$ cat config.mk
export PLATFORM = sky130hd
export DESIGN_NAME = candidate_filter_ctrl
export DESIGN_NICKNAME = d
export VERILOG_FILES = /design/src/rtl/candidate_filter_ctrl.sv
export SDC_FILE = /design/constraint.sdc
export NUM_CORES = 1
export LEC_CHECK = 0
export CELL_PAD_IN_SITES_DETAIL_PLACEMENT = 0
export CELL_PAD_IN_SITES_GLOBAL_PLACEMENT = 1
export CORE_MARGIN = 4
export CORE_UTILIZATION = 38
export DETAILED_ROUTE_END_ITERATION = 6
export PLACE_DENSITY = 0.95
export SLEW_MARGIN = 0
export SYNTH_ARGS = -nofsm -noshare
export SYNTH_HDL_FRONTEND = slang
export SYNTH_SLANG_ARGS = --single-unit
$ cat constraint.sdc
create_clock -name clock -period 4.6 [get_ports clock]
set_input_delay 1.38 -clock clock [delete_from_list [all_inputs] [get_ports clock]]
set_output_delay 1.38 -clock clock [all_outputs]
set_load 0.02 [all_outputs]
$ cat src/rtl/candidate_filter_ctrl.sv
// Scan controller: streams src RAM words through the hamming unit and compacts survivors.
// Latency: word issued at cycle t is written to dst at t+2+HD_LAT; done at N+3+HD_LAT.
// Backpressure: none; one word per cycle, start is ignored while busy.
module candidate_filter_ctrl #(
  parameter int WIDTH  = 8,
  parameter int ADDR_W = 8,
  parameter int HD_LAT = 1
) (
  input  logic              clock,
  input  logic              reset_n,
  input  logic              start,
  input  logic [WIDTH-1:0]  ref_word,
  input  logic [3:0]        min_hd,
  input  logic [ADDR_W:0]   src_count,
  output logic              busy,
  output logic              done,
  output logic [ADDR_W:0]   out_count,
  output logic [ADDR_W-1:0] src_addr,
  input  logic [WIDTH-1:0]  src_q,
  output logic [WIDTH-1:0]  ham_a,
  output logic [WIDTH-1:0]  ham_b,
  input  logic [3:0]        ham_dist,
  output logic [ADDR_W-1:0] dst_addr,
  output logic [WIDTH-1:0]  dst_data,
  output logic              dst_wren
);

  // Valid slots: [0] = src_q valid, [HD_LAT] = ham_dist valid, [top] = survivor write.
  localparam int DEPTH = 2 + HD_LAT;
  localparam logic [ADDR_W:0]   CNT_ONE  = {{ADDR_W{1'b0}}, 1'b1};
  localparam logic [ADDR_W-1:0] ADDR_ONE = {{(ADDR_W-1){1'b0}}, 1'b1};

  typedef enum logic [1:0] {ST_IDLE, ST_SCAN, ST_DRAIN, ST_DONE} state_t;

  state_t              state_q, state_d;
  logic [WIDTH-1:0]    ref_q;
  logic [3:0]          min_q;
  logic [ADDR_W:0]     cnt_q;
  logic [ADDR_W-1:0]   addr_q;
  logic [ADDR_W:0]     out_cnt_q;
  logic [DEPTH-1:0]    vld_q;
  logic [WIDTH-1:0]    data_q [HD_LAT+1];
  logic                last_issue;

  assign last_issue = ({1'b0, addr_q} == (cnt_q - CNT_ONE));

  // Next-state logic for the scan sequence.
  always_comb begin
    state_d = state_q;
    case (state_q)
      ST_IDLE:  if (start) state_d = (src_count != '0) ? ST_SCAN : ST_DRAIN;
      ST_SCAN:  if (last_issue) state_d = ST_DRAIN;
      ST_DRAIN: if (vld_q[DEPTH-2:0] == '0) state_d = ST_DONE;
      ST_DONE:  state_d = ST_IDLE;
      default:  state_d = ST_IDLE;
    endcase
  end

  // State register, latched scan parameters and issue address.
  always_ff @(posedge clock or negedge reset_n) begin
    if (!reset_n) begin
      state_q <= ST_IDLE;
      ref_q   <= '0;
      min_q   <= '0;
      cnt_q   <= '0;
      addr_q  <= '0;
    end else begin
      state_q <= state_d;
      if (state_q == ST_IDLE && start) begin
        ref_q  <= ref_word;
        min_q  <= min_hd;
        cnt_q  <= src_count;
        addr_q <= '0;
      end else if (state_q == ST_SCAN && !last_issue) begin
        addr_q <= addr_q + ADDR_ONE;
      end
    end
  end

  // Valid/data pipeline; the top valid stage only keeps words that meet the threshold.
  always_ff @(posedge clock or negedge reset_n) begin
    if (!reset_n) begin
      vld_q <= '0;
      for (int k = 0; k <= HD_LAT; k++) data_q[k] <= '0;
    end else begin
      vld_q[0] <= (state_q == ST_SCAN);
      for (int k = 1; k < DEPTH-1; k++) vld_q[k] <= vld_q[k-1];
      vld_q[DEPTH-1] <= vld_q[DEPTH-2] && (ham_dist >= min_q);
      if (vld_q[0]) data_q[0] <= src_q;
      for (int k = 1; k <= HD_LAT; k++) data_q[k] <= data_q[k-1];
    end
  end

  // Survivor counter doubles as the compacted destination address.
  always_ff @(posedge clock or negedge reset_n) begin
    if (!reset_n) begin
      out_cnt_q <= '0;
    end else if (state_q == ST_IDLE && start) begin
      out_cnt_q <= '0;
    end else if (vld_q[DEPTH-1]) begin
      out_cnt_q <= out_cnt_q + CNT_ONE;
    end
  end

  assign busy      = (state_q != ST_IDLE);
  assign done      = (state_q == ST_DONE);
  assign out_count = out_cnt_q;
  assign src_addr  = addr_q;
  assign ham_a     = ref_q;
  assign ham_b     = src_q;
  assign dst_addr  = out_cnt_q[ADDR_W-1:0];
  assign dst_data  = data_q[HD_LAT];
  assign dst_wren  = vld_q[DEPTH-1];

endmodule

==> results.sh, run 1 <==
export IMPL_status="finished clean"
export IMPL_clk_path_buf_depth=2
export IMPL_startpoint_type="input port"
export IMPL_cp_num_buf_inv=2
export IMPL_drc=0
export IMPL_path_delay_family="buffers and inverters"
export IMPL_synth_edf_count=0
export IMPL_cts_root_buf="clkbuf_8"
export IMPL_power_density_nw_per_um2=610
export IMPL_grt_pass1_vias=2196
export IMPL_post_synth_top_area_cell="dfrtp_1"
export IMPL_drt_first_iter_violations=88
export IMPL_ant_nets=0
export IMPL_finalHoldViolCount=0
export IMPL_rows=31
export IMPL_cts_tree="built"
export IMPL_slew_headroom=0.342
export IMPL_synth_avg_cell_area_um2=10.0
export IMPL_p_total_mw=2.41
export IMPL_syn_nets=344
export IMPL_rsz0062_at_grt="no"
export IMPL_p_leak_nw=1.72
export IMPL_cts_hold_buf=0
export IMPL_worstSkewPairLatency_ns=0.34
export IMPL_crit_chain="clkdlybuf4s50_1, clkdlybuf4s50_1"
export IMPL_finalCriticalPeriod_ns=3.86
export IMPL_fillCellCount=685
export IMPL_numCtsBuffers=9
export IMPL_routed_via_density=4.76
export IMPL_core_area_um2=7410
export IMPL_fin_hold_ws_ns=0.376
export IMPL_layout_drive_gt1_share=0.0921
export IMPL_worstPathMaxFanout=2
export IMPL_grt_max_degree=35
export IMPL_routabilityCongestion=0.842
export IMPL_crit_start="src_q[7]"
export IMPL_critPathMaxStageDelay_ns=0.61
export IMPL_grt_pass1_wl_mm=10.4
export IMPL_dieArea_um2=9260
export IMPL_synthCells=296
export IMPL_clock_skew_ns=0.00969
export IMPL_grt_ovfl_total=0
export IMPL_critPathArrivalTime_ns=2.48
export IMPL_synth_area_leaders="dfrtp_1, nand2_1, buf_4"
export IMPL_grtUsageTotal=0.147
export IMPL_required_ns=3.22
export IMPL_yosysMostFrequentCell="nand2_1"
export IMPL_h_tree_depth=3
export IMPL_synth_top_flop_cell="dfrtp_1"
export IMPL_tns_ns=0
export IMPL_num_vias=2229
export IMPL_stdcell_count=468
export IMPL_max_freq_ghz=0.259
export IMPL_final_util=0.533
export IMPL_ir_drop_uv=268
export IMPL_drt_pass1_iter_count=4
export IMPL_fin_ws_ns=0.742
export IMPL_report_final_slew_viol_count=0
export IMPL_place_ws_ns=0.732
export IMPL_r2r_start="cnt_q[0]"
export IMPL_nets=412
export IMPL_place_area_um2=3750
export IMPL_synth_top_area_frac=0.499
export IMPL_initial_core_util=0.399
export IMPL_final_area_um2=3950
export IMPL_insertedDiodeCount=0
export IMPL_portBuffers=87
export IMPL_seq_area_frac_synth=0.499
export IMPL_synth_common_cells="nand2_1, dfrtp_1, buf_4"
export IMPL_tightest_slew_ns=0.988
export IMPL_syn_cell_area_um2=2960
export IMPL_dp_cells=452
export IMPL_route_detailed_wl_per_inst_um=13.4
export IMPL_finalCritPeriodShare=0.839
export IMPL_die_w_um=96.2
export IMPL_cpMostUsedCell="clkdlybuf4s50_1"
export IMPL_cts_sinks=59
export IMPL_hold_class="flop to flop"
export IMPL_finalSetupViolations=0
export IMPL_antenna_found_initial=0
export IMPL_worstHoldStart="data_q[10]"
export IMPL_drv_cap=0
export IMPL_post_cts_buffers=0
export IMPL_yosysWarnings=0
export IMPL_worst_setup_path_end_kind="output port"
export IMPL_synth_cell_type_count=39
export IMPL_critPathSlowestCell="clkdlybuf4s50_1"
export IMPL_dp_hpwl_mm=4.75
export IMPL_worst_setup_path_type="input port to output port"
export IMPL_io_pins=88
export IMPL_ctsResizeCount=0
export IMPL_synth_seq_cells=59
export IMPL_synthArstFlopShare=1.00
export IMPL_drt_wl_total_mm=6.25
export IMPL_dieHeight_um=96.2
export IMPL_cts_clk_slew_worst_paths_ns=0.07
export IMPL_syn_to_final_growth_pct=33.4
==> layout make-up <==
type / instances / area, um2 / share of cell area
sequential: 59 / 1480 / 0.374
multi-input combinational: 194 / 1230 / 0.312
timing repair buffer: 89 / 881 / 0.223
clock buffer: 9 / 124 / 0.0314
tap: 99 / 124 / 0.0314
clock inverter: 7 / 68.8 / 0.0174
inverter: 11 / 41.3 / 0.0105
==> final timing paths <==
check,to,slack (ns),cells past startpoint
setup / recovery,ham_b[7],0.74,2
min in group asynchronous,out_count[2],1.10,1
hold reg to reg,dst_data[2],0.38,0
max in group asynchronous,cnt_q[0],2.66,2
hold / removal,dst_data[2],0.38,0
setup reg to reg,state_q[1],1.58,9
==> cells in the final DEF, fill, tap and decap left out, types with 3 or more instances in the layout <==
cell and instances:
inv_1 11, nor2_1 18, a21o_1 3, xor2_1 6
nand2_1 67, ha_1 12, xnor2_1 16, dfrtp_1 59
a21oi_1 8, clkinv_2 3, clkdlybuf4s50_1 86, nand3_1 7
nand4_1 4, nor3_1 4, clkbuf_8 9, o21ai_0 12
mux2_2 8
==> state kept, by name, summed over array words and instances (netlist names) <==
name	cells
cnt_q	9
out_count	9
data_q	8
dst_data	8
ham_a	8
src_addr	8
min_q	4
vld_q	3
state_q	2
==> logic make-up (layout without fill, tap and decap cells) <==
family,count (synthesis),in the layout,share of synthesized area
DFF,59,59,0.499
and+or+nand+nor,113,113,0.171
adders and majority gates,12,12,0.0507
buffers and inverters,43,116,0.0850
xor gates and xnor gates,22,22,0.0651
muxes,11,11,0.0410
AOI/OAI and AO/OA,36,36,0.0879
==> where the power goes <==
part	internal, mW	switching, mW
sequential	0.723	0.175
clock	0.248	0.206
combinational	0.509	0.549
total	1.48	0.930
==> layer usage <==
metal  part of all wire  global-route usage  up-vias
met5                  0                   0        -
met4              0.010              0.0427        0
met3              0.093              0.0586       11
met2               0.47               0.242       73
met1               0.43               0.176     1046
li1                   -                   -     1099
No activity file was read; power rests on OpenSTA's default activity.
==> run 2, diff against run 1 <==
--- a/config.mk
+++ b/config.mk
@@ -8,9 +8,9 @@
 export CELL_PAD_IN_SITES_DETAIL_PLACEMENT = 0
 export CELL_PAD_IN_SITES_GLOBAL_PLACEMENT = 1
 export CORE_MARGIN = 4
-export CORE_UTILIZATION = 38
+export CORE_UTILIZATION = 36
 export DETAILED_ROUTE_END_ITERATION = 6
-export PLACE_DENSITY = 0.95
+export PLACE_DENSITY = 0.91
 export SLEW_MARGIN = 0
 export SYNTH_ARGS = -nofsm -noshare
 export SYNTH_HDL_FRONTEND = slang
==> constraint.sdc (replaced) <==
create_clock -name clock -period 3.7 [get_ports clock]
set_input_delay 1.11 -clock clock [delete_from_list [all_inputs] [get_ports clock]]
set_output_delay 1.11 -clock clock [all_outputs]
set_load 0.02 [all_outputs]
==> run 2 against run 1 <==
Wire length is 2.3% higher. First-iteration DRC count down 23%. Hold slack got worse by 0.0057 ns. Non-clock buffer count unchanged. Largest cell class unchanged. Critical path type unchanged. Via count hardly changed.
==> results.sh, run 2 (synthesized netlist as in run 1, its figures left out) <==
export IMPL_h_tree_depth=3
export IMPL_crit_start="src_q[1]"
export IMPL_rrSetupSlack_ns=0.69
export IMPL_place_ws_ns=0.383
export IMPL_core_area_um2=7850
export IMPL_stdcell_count=471
export IMPL_max_freq_ghz=0.302
export IMPL_rsz0062_at_grt="no"
export IMPL_clk_path_buf_depth=2
export IMPL_p_total_mw=3.16
export IMPL_num_vias=2230
export IMPL_place_area_um2=3760
export IMPL_rows=32
export IMPL_finalCriticalPeriod_ns=3.31
export IMPL_fin_ws_ns=0.391
export IMPL_die_w_um=98.7
export IMPL_p_sw_mw=1.16
export IMPL_status="finished clean"
export IMPL_layout_drive_gt1_share=0.0894
export IMPL_worstReg2RegEnd="state_q[1]"
export IMPL_portBuffers=87
export IMPL_grt_ovfl_total=0
export IMPL_dieArea_um2=9730
export IMPL_comb_power_share=0.418
export IMPL_drt_first_iter_violations=68
export IMPL_worstHoldStart="data_q[9]"
export IMPL_final_util=0.510
export IMPL_drt_pass1_iter_count=4
export IMPL_p_leak_nw=1.75
export IMPL_holdPathStages=0
export IMPL_startpoint_type="input port"
export IMPL_grt_pass1_vias=2172
export IMPL_ctsResizeCount=0
export IMPL_critPathArrivalTime_ns=2.20
export IMPL_path_delay_family="buffers and inverters"
export IMPL_worstSkewPairLatency_ns=0.33
export IMPL_cts_hold_buf=0
export IMPL_cp_num_buf_inv=2
export IMPL_pwr_share_seq=0.355
export IMPL_final_common_cell="clkdlybuf4s50_1"
export IMPL_slew_headroom=0.493
export IMPL_fin_hold_ws_ns=0.370
export IMPL_p_int_mw=2.00
export IMPL_drc=0
export IMPL_finalSetupViolations=0
export IMPL_grt_max_degree=43
export IMPL_grtUsageTotal=0.134
export IMPL_hold_class="flop to flop"
export IMPL_fillCellCount=735
export IMPL_finalHoldViolCount=0
export IMPL_r2r_start="cnt_q[0]"
export IMPL_required_ns=2.59
export IMPL_drv_cap=0
export IMPL_multiInputGateArea_um2=1230
export IMPL_final_cell_mix="clkdlybuf4s50_1, nand2_1, dfrtp_1"
export IMPL_antenna_found_initial=0
export IMPL_switching_share=0.368
export IMPL_worst_setup_path_type="input port to output port"
export IMPL_grt_pass1_wl_mm=10.4
export IMPL_routed_via_density=4.73
export IMPL_drt_wl_total_mm=6.40
export IMPL_r2r_cells=9
export IMPL_cts_sinks=59
export IMPL_crit_chain="clkdlybuf4s50_1, clkdlybuf4s50_1"
export IMPL_ant_nets=0
export IMPL_cpMostUsedCell="clkdlybuf4s50_1"
export IMPL_nets=412
export IMPL_clkPwrFrac=0.227
export IMPL_power_density_nw_per_um2=790
export IMPL_dp_cells=455
export IMPL_report_final_slew_viol_count=0
export IMPL_cts_tree="built"
export IMPL_worstPathMaxFanout=2
export IMPL_critPathMaxStageDelay_ns=0.62
export IMPL_hold_end="dst_data[1]"
export IMPL_final_area_um2=4000
export IMPL_io_pins=88
export IMPL_critPathSlowestCell="clkdlybuf4s50_1"
export IMPL_route_detailed_wl_per_inst_um=13.6
export IMPL_ir_drop_uv=323
export IMPL_post_cts_buffers=0
export IMPL_dp_hpwl_mm=4.71
export IMPL_cts_root_buf="clkbuf_8"
export IMPL_cts_clk_slew_worst_paths_ns=0.06
export IMPL_dieHeight_um=98.7
export IMPL_syn_to_final_growth_pct=35.1
export IMPL_initial_core_util=0.377
export IMPL_tightest_slew_ns=0.759
export IMPL_routabilityCongestion=0.889
export IMPL_numCtsBuffers=9
export IMPL_layout_area_seq_um2=1480
export IMPL_finalCritPeriodShare=0.894
export IMPL_worst_setup_path_end_kind="output port"
export IMPL_insertedDiodeCount=0
export IMPL_tns_ns=0
export IMPL_clock_skew_ns=0.00619
-- run 2: cell types whose count changed in the layout (fill, tap and decap cells not counted), sizes merged --
| cell | before | now |
|---|---|---|
| bufinv | 1 | 3 |
| clkinvlp | 2 | 0 |
| clkbuf | 9 | 11 |
| clkinv | 4 | 2 |
-- run 2: layout make-up --
| cell class | count | share of cell area |
|---|---|---|
| flip-flops and latches | 59 | 0.369 |
| multi-input cells | 194 | 0.308 |
| repair buffers | 89 | 0.220 |
| clock buffers | 11 | 0.0354 |
| well taps | 102 | 0.0319 |
| clock inverters | 5 | 0.0250 |
| inverters | 11 | 0.0103 |
-- run 2: power groups by stage --
stage	sequential [mW]	combinational (mW)	clock, mW
global placement	1.12	1.31	0
finish	1.12	1.32	0.715
floorplan	1.16	0.871	0
detailed placement	1.14	1.33	0
global route	1.16	1.45	0.765
CTS	1.13	1.34	0.738
-- run 2: routing by layer --
layer	global-route usage	share of wire	vias to the layer above
met5	0	0	-
met4	0.0504	0.018	0
met3	0.0474	0.073	12
met2	0.213	0.45	75
met1	0.170	0.46	1046
li1	-	-	1097
-- run 2: worst max-delay path by stage --
stage / end / slack (ns) / depth (start not counted)
2_1_floorplan: state_q[1] / 1.0 / 9
3_3_place_gp: ham_b[7] / 0.41 / 2
3_5_place_dp: ham_b[1] / 0.38 / 2
4_1_cts: ham_b[1] / 0.38 / 2
5_1_grt: ham_b[2] / 0.36 / 2
6_report: ham_b[1] / 0.39 / 2
